**config.mk**
```make
export PLATFORM = sky130hd
export DESIGN_NAME = mem_access_ctrl_flat
export DESIGN_NICKNAME = d
export VERILOG_FILES = /design/src/rtl/mem_access_ctrl_if.sv /design/src/rtl/mem_access_ctrl.sv /design/src/flat_wrapper.sv
export SDC_FILE = /design/constraint.sdc
export NUM_CORES = 1
export LEC_CHECK = 0
export BUFFER_PORTS_ARGS = -buffer_cell sky130_fd_sc_hd__buf_2
export CORE_UTILIZATION = 42
export DETAILED_ROUTE_END_ITERATION = 16
export HOLD_SLACK_MARGIN = 0.05
export PLACE_DENSITY = 0.8
export SYNTH_ARGS = -nofsm -noshare
export SYNTH_HDL_FRONTEND = slang
export SYNTH_SLANG_ARGS = --single-unit
```
**constraint.sdc**
```tcl
create_clock -name CLK -period 3 [get_ports CLK]
set_input_delay 0.15 -clock CLK [delete_from_list [all_inputs] [get_ports CLK]]
set_output_delay 0.15 -clock CLK [all_outputs]
set_load 0.02 [all_outputs]
```
**src/rtl/mem_access_ctrl_if.sv**
```systemverilog
// mem_access_ctrl_if: EX/MEM request, dcache handshake and MEM/WB load-data bundle
interface mem_access_ctrl_if;
  logic        valid_in;
  logic        dmemREN_in;
  logic        dmemWEN_in;
  logic [31:0] addr_in;
  logic [31:0] store_in;
  logic        halt_in;
  logic        dhit;
  logic [31:0] dmemload;
  logic        dmemREN;
  logic        dmemWEN;
  logic [31:0] dmemaddr;
  logic [31:0] dmemstore;
  logic        mem_stall;
  logic [31:0] dMemLoad;
  logic        mem_done;
  logic        timeout_err;
  modport master (
    input  valid_in, dmemREN_in, dmemWEN_in, addr_in, store_in, halt_in, dhit, dmemload,
    output dmemREN, dmemWEN, dmemaddr, dmemstore, mem_stall, dMemLoad, mem_done, timeout_err
  );
  modport slave (
    output valid_in, dmemREN_in, dmemWEN_in, addr_in, store_in, halt_in, dhit, dmemload,
    input  dmemREN, dmemWEN, dmemaddr, dmemstore, mem_stall, dMemLoad, mem_done, timeout_err
  );
endinterface

```
**src/rtl/mem_access_ctrl.sv**
```systemverilog
// mem_access_ctrl: MEM-stage dcache access controller with stall, one-cycle done and timeout
module mem_access_ctrl #(
  parameter int          TIMEOUT  = 64,
  parameter logic [31:0] ERR_DATA = 32'hBAD1BAD1
) (
  input logic CLK,
  input logic RST,
  mem_access_ctrl_if.master bus
);
  typedef enum logic [1:0] {IDLE, REQ, DONE} state_t;
  state_t      state, state_n;
  logic [9:0]  cnt;
  logic        wr, req, expire, err_q;
  logic [31:0] addr_q, store_q, load_q;
  assign req    = bus.valid_in & (bus.dmemREN_in | bus.dmemWEN_in) & ~bus.halt_in;
  assign expire = cnt == 10'(TIMEOUT - 1);
  always_ff @(posedge CLK or posedge RST)
    if (RST) state <= IDLE;
    else     state <= state_n;
  always_comb
    state_n = state == IDLE ? (req ? REQ : IDLE) :
              state == REQ  ? ((bus.dhit | expire) ? DONE : REQ) : IDLE;
  // a write wins when both request flags are set, so only the write flag is kept
  always_ff @(posedge CLK or posedge RST)
    if (RST) begin
      addr_q  <= '0;
      store_q <= '0;
      load_q  <= '0;
      wr      <= 1'b0;
      cnt     <= '0;
      err_q   <= 1'b0;
    end else if (state == IDLE && req) begin
      addr_q  <= bus.addr_in;
      store_q <= bus.store_in;
      wr      <= bus.dmemWEN_in;
      cnt     <= '0;
    end else if (state == REQ) begin
      cnt <= cnt + 10'd1;
      if (bus.dhit) begin
        if (!wr) load_q <= bus.dmemload;
      end else if (expire) begin
        err_q <= 1'b1;
        if (!wr) load_q <= ERR_DATA;
      end
    end
  // stall is gated by RST so an in-flight stall drops without waiting for an edge
  always_comb begin
    bus.dmemREN     = state == REQ & ~wr;
    bus.dmemWEN     = state == REQ & wr;
    bus.dmemaddr    = addr_q;
    bus.dmemstore   = store_q;
    bus.mem_stall   = ~RST & (state == REQ | (state == IDLE & req));
    bus.mem_done    = state == DONE;
    bus.dMemLoad    = load_q;
    bus.timeout_err = err_q;
  end
endmodule

```
**src/flat_wrapper.sv**
```systemverilog
// flat-port wrapper written by rule: the top's interface ports become plain ports
module mem_access_ctrl_flat 
#(
  parameter int          TIMEOUT  = 64,
  parameter logic [31:0] ERR_DATA = 32'hBAD1BAD1
)
  (CLK, RST, bus_valid_in, bus_dmemREN_in, bus_dmemWEN_in, bus_addr_in, bus_store_in, bus_halt_in, bus_dhit, bus_dmemload, bus_dmemREN, bus_dmemWEN, bus_dmemaddr, bus_dmemstore, bus_mem_stall, bus_dMemLoad, bus_mem_done, bus_timeout_err);
  mem_access_ctrl_if bus_i ();
  input logic CLK;
  input logic RST;
  input wire logic [$bits(bus_i.valid_in)-1:0] bus_valid_in;
  input wire logic [$bits(bus_i.dmemREN_in)-1:0] bus_dmemREN_in;
  input wire logic [$bits(bus_i.dmemWEN_in)-1:0] bus_dmemWEN_in;
  input wire logic [$bits(bus_i.addr_in)-1:0] bus_addr_in;
  input wire logic [$bits(bus_i.store_in)-1:0] bus_store_in;
  input wire logic [$bits(bus_i.halt_in)-1:0] bus_halt_in;
  input wire logic [$bits(bus_i.dhit)-1:0] bus_dhit;
  input wire logic [$bits(bus_i.dmemload)-1:0] bus_dmemload;
  output wire logic [$bits(bus_i.dmemREN)-1:0] bus_dmemREN;
  output wire logic [$bits(bus_i.dmemWEN)-1:0] bus_dmemWEN;
  output wire logic [$bits(bus_i.dmemaddr)-1:0] bus_dmemaddr;
  output wire logic [$bits(bus_i.dmemstore)-1:0] bus_dmemstore;
  output wire logic [$bits(bus_i.mem_stall)-1:0] bus_mem_stall;
  output wire logic [$bits(bus_i.dMemLoad)-1:0] bus_dMemLoad;
  output wire logic [$bits(bus_i.mem_done)-1:0] bus_mem_done;
  output wire logic [$bits(bus_i.timeout_err)-1:0] bus_timeout_err;
  assign bus_i.valid_in = bus_valid_in;
  assign bus_i.dmemREN_in = bus_dmemREN_in;
  assign bus_i.dmemWEN_in = bus_dmemWEN_in;
  assign bus_i.addr_in = bus_addr_in;
  assign bus_i.store_in = bus_store_in;
  assign bus_i.halt_in = bus_halt_in;
  assign bus_i.dhit = bus_dhit;
  assign bus_i.dmemload = bus_dmemload;
  assign bus_dmemREN = bus_i.dmemREN;
  assign bus_dmemWEN = bus_i.dmemWEN;
  assign bus_dmemaddr = bus_i.dmemaddr;
  assign bus_dmemstore = bus_i.dmemstore;
  assign bus_mem_stall = bus_i.mem_stall;
  assign bus_dMemLoad = bus_i.dMemLoad;
  assign bus_mem_done = bus_i.mem_done;
  assign bus_timeout_err = bus_i.timeout_err;
  mem_access_ctrl #(.TIMEOUT(TIMEOUT), .ERR_DATA(ERR_DATA)) u_core (.CLK(CLK), .RST(RST), .bus(bus_i));
endmodule
```
==> flow_summary_export.csv, run 1 <==
group,metric,value,unit
pwr,power_density,732.3,nW/µm²
floorplan,io_pins,204,
cts,cts_tree,"yes",
setup_path,crit_type,"reg2reg",
timing,clock.fmax,484.3,MHz
timing,slew_viol_final,0,
cts,cts-root-buf,"clkbuf_8",
setup_path,r2r_slack,940,ps
floorplan,fp-row-count,36,
route,drc,0,
logic_synthesis,synth_cells,419,
setup_path,slowest_delay,450,ps
setup_path,crit_path_end_kind,"register",
cts,htree_levels,3,
logic_synthesis,yosysSeqAreaShare,64.57,%
floorplan,core_area,9819,µm²
pwr,ir_drop,0.3471,mV
placement,gp_congestion,0.7585,
setup_path,r2r_cells,5,
placement,hpwl,7.058,mm
logic_synthesis,async_reset_ff_share,100.0,%
route,route.vias.total,4089,
cts,cts.sink_count,110,
placement,port_buffers,203,
timing,max_slew.worst_pin.slew,628.4,ps
timing,post-route-min-period,2065,ps
layout,multiInputGateArea,1381,µm²
logic_synthesis,ys.flop_type,"dfrtp_1",
floorplan,dieArea,10560,µm²
layout,fillers,759,
cts,clk_latency,360,ps
layout,area_growth,53.83,%
logic_synthesis,yosys_warnings,0,
timing,finalHoldViolCount,0,
setup_path,cp_slowest_cell,"nand2_2",
setup_path,critical_path_required,3260,ps
floorplan,die_y,102.7,µm
layout,drive_gt1_share,33.01,%
timing,post-route-period-util,68.83,%
logic_synthesis,synth_edf_count,0,
layout,final_nets,820,
floorplan,die_x,102.7,µm
logic_synthesis,postSynthAreaPerCell,10.17,µm²
logic_synthesis,netlist_area,4263,µm²
route,viasPerCell,4.788,
route,post_drt_wl_per_cell,14.40,µm
layout,fin_cells,854,
layout,diodes,0,
timing,grt_setup_unrepaired,"no",
grt,grt_overflow,0,
timing,timing.setup.tns,0,ps
timing,slew_headroom,58.02,%
timing,setup_viol,0,
grt,track_usage,22.76,%
route,dr.pass1.iters,4,
pwr,power_leakage,3.523,nW
grt,grt_max_degree,54,
grt,grt_pass1_vias,4094,
setup_path,cp_common_cell,"nand2_1",
cts,cts_setup_buffers,0,
cts,clock_path_buffers,2,
timing,fin_skew,13.39,ps
route,dr.first_iter.drc_count,121,
floorplan,initial_core_util,43.41,%
setup_path,critPathArrivalTime,2320,ps
route,wirelength,12.30,mm
cts,numCtsBuffers,9,
min_path,hp-class,"in2reg",
min_path,min_path_cells,5,
placement,dpl.cell_count,738,
grt,antenna_found_initial,0,
run,maxCapViolations,0,
run_status,outcome,"finished clean",
setup_path,cp_max_fo,41,
setup_path,start_kind,"register",
logic_synthesis,synthesis.nets,523,
layout,final-seq-area,2753,µm²
route,postRouteAntennaNets,0,
cts,cts.clk_slew.worst_paths,100,ps
setup_path,path_cells,"nor4b_2 > nand2_2 > buf_4 > nand2_1 > nand2_1",
logic_synthesis,ys_ff_latch,110,
grt,grt_first_pass_wirelength,18.29,mm
logic_synthesis,synth_cell_types,34,
-- registers in the layout (all words and copies together), names as in the netlist --
signal	cells
u_core.bus.dMemLoad	32
u_core.bus.timeout_err	1
u_core.state	2
u_core.bus.dmemstore	32
u_core.cnt	10
u_core.wr	1
u_core.bus.dmemaddr	32
-- synth_stat cells, types with 2 or more instances --
library cell | n | share of area, %
nand3_1 | 5 | 0.59
buf_2 | 6 | 0.70
o21a_1 | 2 | 0.35
nor2b_1 | 2 | 0.29
o31ai_1 | 2 | 0.35
o22a_1 | 12 | 2.5
dfrtp_1 | 110 | 65
clkbuf_1 | 10 | 0.88
nor2_1 | 5 | 0.44
o22a_2 | 6 | 1.4
and3_1 | 2 | 0.29
o21ai_0 | 7 | 0.82
nand2_1 | 205 | 18
nand4_1 | 4 | 0.59
and2_1 | 3 | 0.44
a22o_1 | 14 | 2.9
buf_4 | 4 | 0.70
a21oi_1 | 4 | 0.47
-- layout by cell type (no fill, tap or decap), types with 3 or more instances in the layout --
cell type      synthesis  layout
o22a_2                 6       6
nor2_1                 5       5
a21oi_1                4       4
nand4_1                4       4
clkbuf_1              10       3
dlygate4sd3_1          0     100
clkbuf_8               0       9
nand2_1              205     204
o21ai_0                7       7
nand3_1                5       5
buf_4                  4       4
o22a_1                12      12
a22o_1                14      14
buf_2                  6     203
dfrtp_1              110     110
-- stage by stage --
step                      power [mW]  setup WS, ps  cell area [µm²]  util [%]  hold WS [ps]
after detailed placement       3.853         934.9             5374     54.73         272.9
after global placement         3.799          1008             5374     54.73         263.9
after CTS                      4.810         921.6             6558     66.78         278.4
final                          4.802         935.2             6558     66.78         307.1
after global routing           5.091         761.8             6558     66.78         343.2
after floorplan                3.212          1387             4267         -         250.3
-- power by group --
| group | internal [mW] | total [mW] | switching, mW | leakage (nW) |
|---|---|---|---|---|
| Combinational | 0.688 | 1.76 | 1.07 | 2.07 |
| Clock | 0.385 | 0.849 | 0.463 | 0.0904 |
| Sequential | 1.93 | 2.20 | 0.264 | 1.36 |
| Total | 3.01 | 4.80 | 1.80 | 3.52 |
-- per-layer routing --
layer	vias up	routed length (µm)	global-route usage, %
met5	-	0	0
met4	0	316	11.38
met3	28	665	5.559
met2	164	6323	41.03
met1	1945	4992	24.97
li1	1952	-	-
-- final timing paths --
path,start,to
worst max-delay path,u_core.state[1],u_core.bus.dmemaddr[6]
worst min-delay path,bus_dmemREN_in,u_core.cnt[0]
worst max register to register,u_core.state[1],u_core.bus.dmemaddr[6]
worst min register to register,u_core.bus.timeout_err,u_core.bus.timeout_err
max in group asynchronous,RST,u_core.bus.dmemaddr[8]
min in group asynchronous,RST,u_core.bus.dMemLoad[28]
-- worst max-delay path: cells and delay by family, from the launching register on --
family                 cells  cell delay (ps)
buffers and inverters      1              430
AND/OR/NAND/NOR            4             1090
flip-flops                 1              410
-- cell families (layout without fill, tap and decap cells) --
logic type | after synthesis | after routing | share of synthesized area, %
AOI/OAI and AO/OA | 50 | 50 | 9.304
DFF | 110 | 110 | 64.57
adders and majority gates | 1 | 1 | 0.2935
xor gates and xnor gates | 1 | 1 | 0.2055
muxes | 1 | 1 | 0.2348
and+or+nand+nor | 233 | 233 | 22.28
buffers and inverters | 23 | 325 | 3.111
-- area by class of cell --
cell class	instances	area share [%]
Sequential cell	110	41.98
Timing Repair Buffer	308	31.52
Multi-Input combinational cell	286	21.06
Tap cell	133	2.538
Clock buffer	12	2.061
Clock inverter	4	0.7251
Inverter	1	0.1145
-- timing repair --
action                                 CTS  global route
gates resized for setup                  0             0
hold buffers                           100             0
endpoints found under the hold margin  125             0
No activity file was read; power rests on OpenSTA's default activity.
==> run 2, diff against run 1 <==
Settings changed: ABC_AREA set to 1, CORE_UTILIZATION 42 to 47, PLACE_DENSITY 0.8 to 0.83.
Clock period 3 ns to 1.95 ns, I/O delays scaled along.
==> flow_summary_export.csv, run 2 <==
group,metric,value,unit
logic_synthesis,yosys.area.top_type,"dfrtp_1",
logic_synthesis,synth_top_area_share,59.70,%
route,dr.first_iter.drc_count,189,
logic_synthesis,yosys.cell_count.top_type,"nand2_1",
cts,cts.clk_slew.worst_paths,110,ps
floorplan,fp-row-count,35,
run,maxCapViolations,0,
floorplan,die_y,101.0,µm
logic_synthesis,synthTopCellsByArea,"dfrtp_1 60%, nand2_1 14%, o21ai_0 7.8%, inv_1 6.6%, nand3_1 2.6%",
timing,post-route-min-period,1775,ps
pwr,power_density,1100,nW/µm²
logic_synthesis,synth_common_cells,"166 x nand2_1, 110 x dfrtp_1, 81 x inv_1",
cts,htree_levels,3,
layout,area_growth,46.16,%
setup_path,r2r_slack,220,ps
logic_synthesis,yosys_warnings,0,
logic_synthesis,netlist_area,4611,µm²
placement,post-place-ws,234.5,ps
cts,cts_tree,"yes",
placement,hpwl,7.739,mm
timing,finalHoldViolCount,0,
min_path,hp-class,"in2reg",
layout,layout_commonest_cell,"buf_2",
cts,numCtsBuffers,9,
min_path,worstHoldStart,"bus_dmemload[6]",
layout,fin_cells,941,
timing,timing.setup.tns,0,ps
cts,cts.sink_count,110,
cts,cts-root-buf,"clkbuf_8",
logic_synthesis,async_reset_ff_share,100.0,%
pwr,power_leakage,3.825,nW
pwr,p_total,7.414,mW
timing,slew_headroom,61.09,%
logic_synthesis,ys_ff_latch,110,
logic_synthesis,synth_edf_count,0,
grt,grt_max_degree,135,
timing,fin_skew,14.72,ps
setup_path,r2r_end,"u_core.bus.dMemLoad[1]",
cts,cts_setup_buffers,0,
logic_synthesis,ys.flop_type,"dfrtp_1",
placement,place_area,5727,µm²
logic_synthesis,synth_cells,530,
route,dr.pass1.iters,5,
timing,clock.fmax,563.3,MHz
floorplan,core_area,9371,µm²
logic_synthesis,synth_cell_types,23,
route,postRouteAntennaNets,0,
layout,final_design_area_no_fill,6739,µm²
logic_synthesis,synthesis.nets,634,
setup_path,critPathLaunch,"u_core.state[1]",
layout,fin_util,71.91,%
route,viasPerCell,4.809,
pwr,comb_power_share,36.9,%
route,post_drt_wl_per_cell,14.30,µm
floorplan,die_x,101.0,µm
setup_path,critical_path_required,1850,ps
floorplan,initial_core_util,49.20,%
layout,layout_common_cells,"203 x buf_2, 166 x nand2_1, 110 x dfrtp_1",
floorplan,dieArea,10210,µm²
route,drc,0,
floorplan,io_pins,204,
timing,hold_ws,62.59,ps
setup_path,crit_path_end,"bus_dmemREN",
timing,grt_setup_unrepaired,"no",
pwr,seqPwrFrac,45.8,%
setup_path,crit_path_end_kind,"output port",
layout,final_nets,912,
route,route.vias.total,4525,
placement,port_buffers,203,
setup_path,r2r-start,"u_core.cnt[0]",
logic_synthesis,postSynthAreaPerCell,8.699,µm²
timing,setup_viol,0,
setup_path,r2r_cells,8,
pwr,ir_drop,0.6026,mV
timing,max_slew.worst_pin.slew,583.0,ps
grt,grt_first_pass_wirelength,21.50,mm
setup_path,cp_max_fo,19,
placement,dpl.cell_count,843,
setup_path,start_kind,"register",
grt,track_usage,27.12,%
timing,setup_ws,174.7,ps
pwr,p_sw,2.973,mW
timing,post-route-period-util,91.04,%
grt,grt_pass1_vias,4554,
grt,grt_overflow,0,
pwr,swShare,40.11,%
run_status,outcome,"finished clean",
logic_synthesis,yosysSeqAreaShare,59.70,%
pwr,p_int,4.440,mW
route,wirelength,13.46,mm
layout,fillers,624,
setup_path,critPathArrivalTime,1680,ps
pwr,clkPwrFrac,17.3,%
timing,slew_viol_final,0,
layout,diodes,0,
cts,clock_path_buffers,2,
grt,antenna_found_initial,0,
cts,clk_latency,360,ps
layout,drive_gt1_share,31.53,%
setup_path,crit_type,"reg2out",
placement,gp_congestion,0.8179,
## run 2: cell count changes in the layout (fill, tap and decap cells not counted), sizes merged, moves of 17 or more
cell | before | now
dlygate4sd3 | 100 | 83
inv | 0 | 83
nand2 | 205 | 172
nand3 | 5 | 27
o21ai | 8 | 72
o22a | 18 | 0
or2 | 1 | 18
## run 2: layout make-up
class	count	area, µm²	share of cell area (%)
clock buffers	10	137.6	2.042
inverters	83	317.8	4.716
clock inverters	5	43.79	0.6498
flip-flops and latches	110	2753	40.85
repair buffers	291	1909	28.33
multi-input cells	313	1416	21.02
well taps	129	161.4	2.395
## run 2: repair_timing
action                    in CTS  in global routing
hold endpoints to repair     192                  0
gates resized for setup        0                  0
hold buffers                  83                  0
## run 2: worst max-delay path, stage by stage (launching register included)
cell and delay (ps):
dfrtp_1 390, inv_1 90, nand2_2 130, inv_4 140, nand2_2 80, inv_2 60, buf_4 220, buf_2 200
## run 2: how the worst min path moves through the flow
stage | cells after the start | to | slack, ps
after floorplan | 2 | u_core.bus.dMemLoad[10] | 210
after global placement | 3 | u_core.bus.dMemLoad[21] | 300
after detailed placement | 3 | u_core.bus.dMemLoad[14] | 310
after CTS | 4 | u_core.bus.dMemLoad[6] | 50
after global routing | 4 | u_core.bus.dMemLoad[11] | 50
final | 4 | u_core.bus.dMemLoad[6] | 60
## run 2: power groups by stage
| stage | sequential (mW) | combinational, mW | clock (mW) |
|---|---|---|---|
| 2_1_floorplan | 4.19 | 0.746 | 0 |
| 3_3_place_gp | 3.38 | 2.47 | 0 |
| 3_5_place_dp | 3.39 | 2.57 | 0 |
| 4_1_cts | 3.36 | 2.69 | 1.33 |
| 5_1_grt | 3.47 | 2.99 | 1.41 |
| 6_report | 3.40 | 2.73 | 1.28 |
## run 2: logic make-up (layout without fill, tap and decap cells)
group / Yosys count / after routing / share of synthesized area, %
AOI/OAI and AO/OA: 79 / 79 / 8.657
adders and majority gates: 1 / 1 / 0.2713
buffers and inverters: 107 / 389 / 9.742
DFF: 110 / 110 / 59.70
and+or+nand+nor: 233 / 233 / 21.63
## run 2: per-layer routing
metal  part of all wire [%]  vias up  GRT usage [%]
met4                    2.4        0          10.93
li1                       -     2160              -
met1                     40     2107          32.66
met2                     49      228          46.31
met5                      0        -              0
met3                    8.6       30          7.074
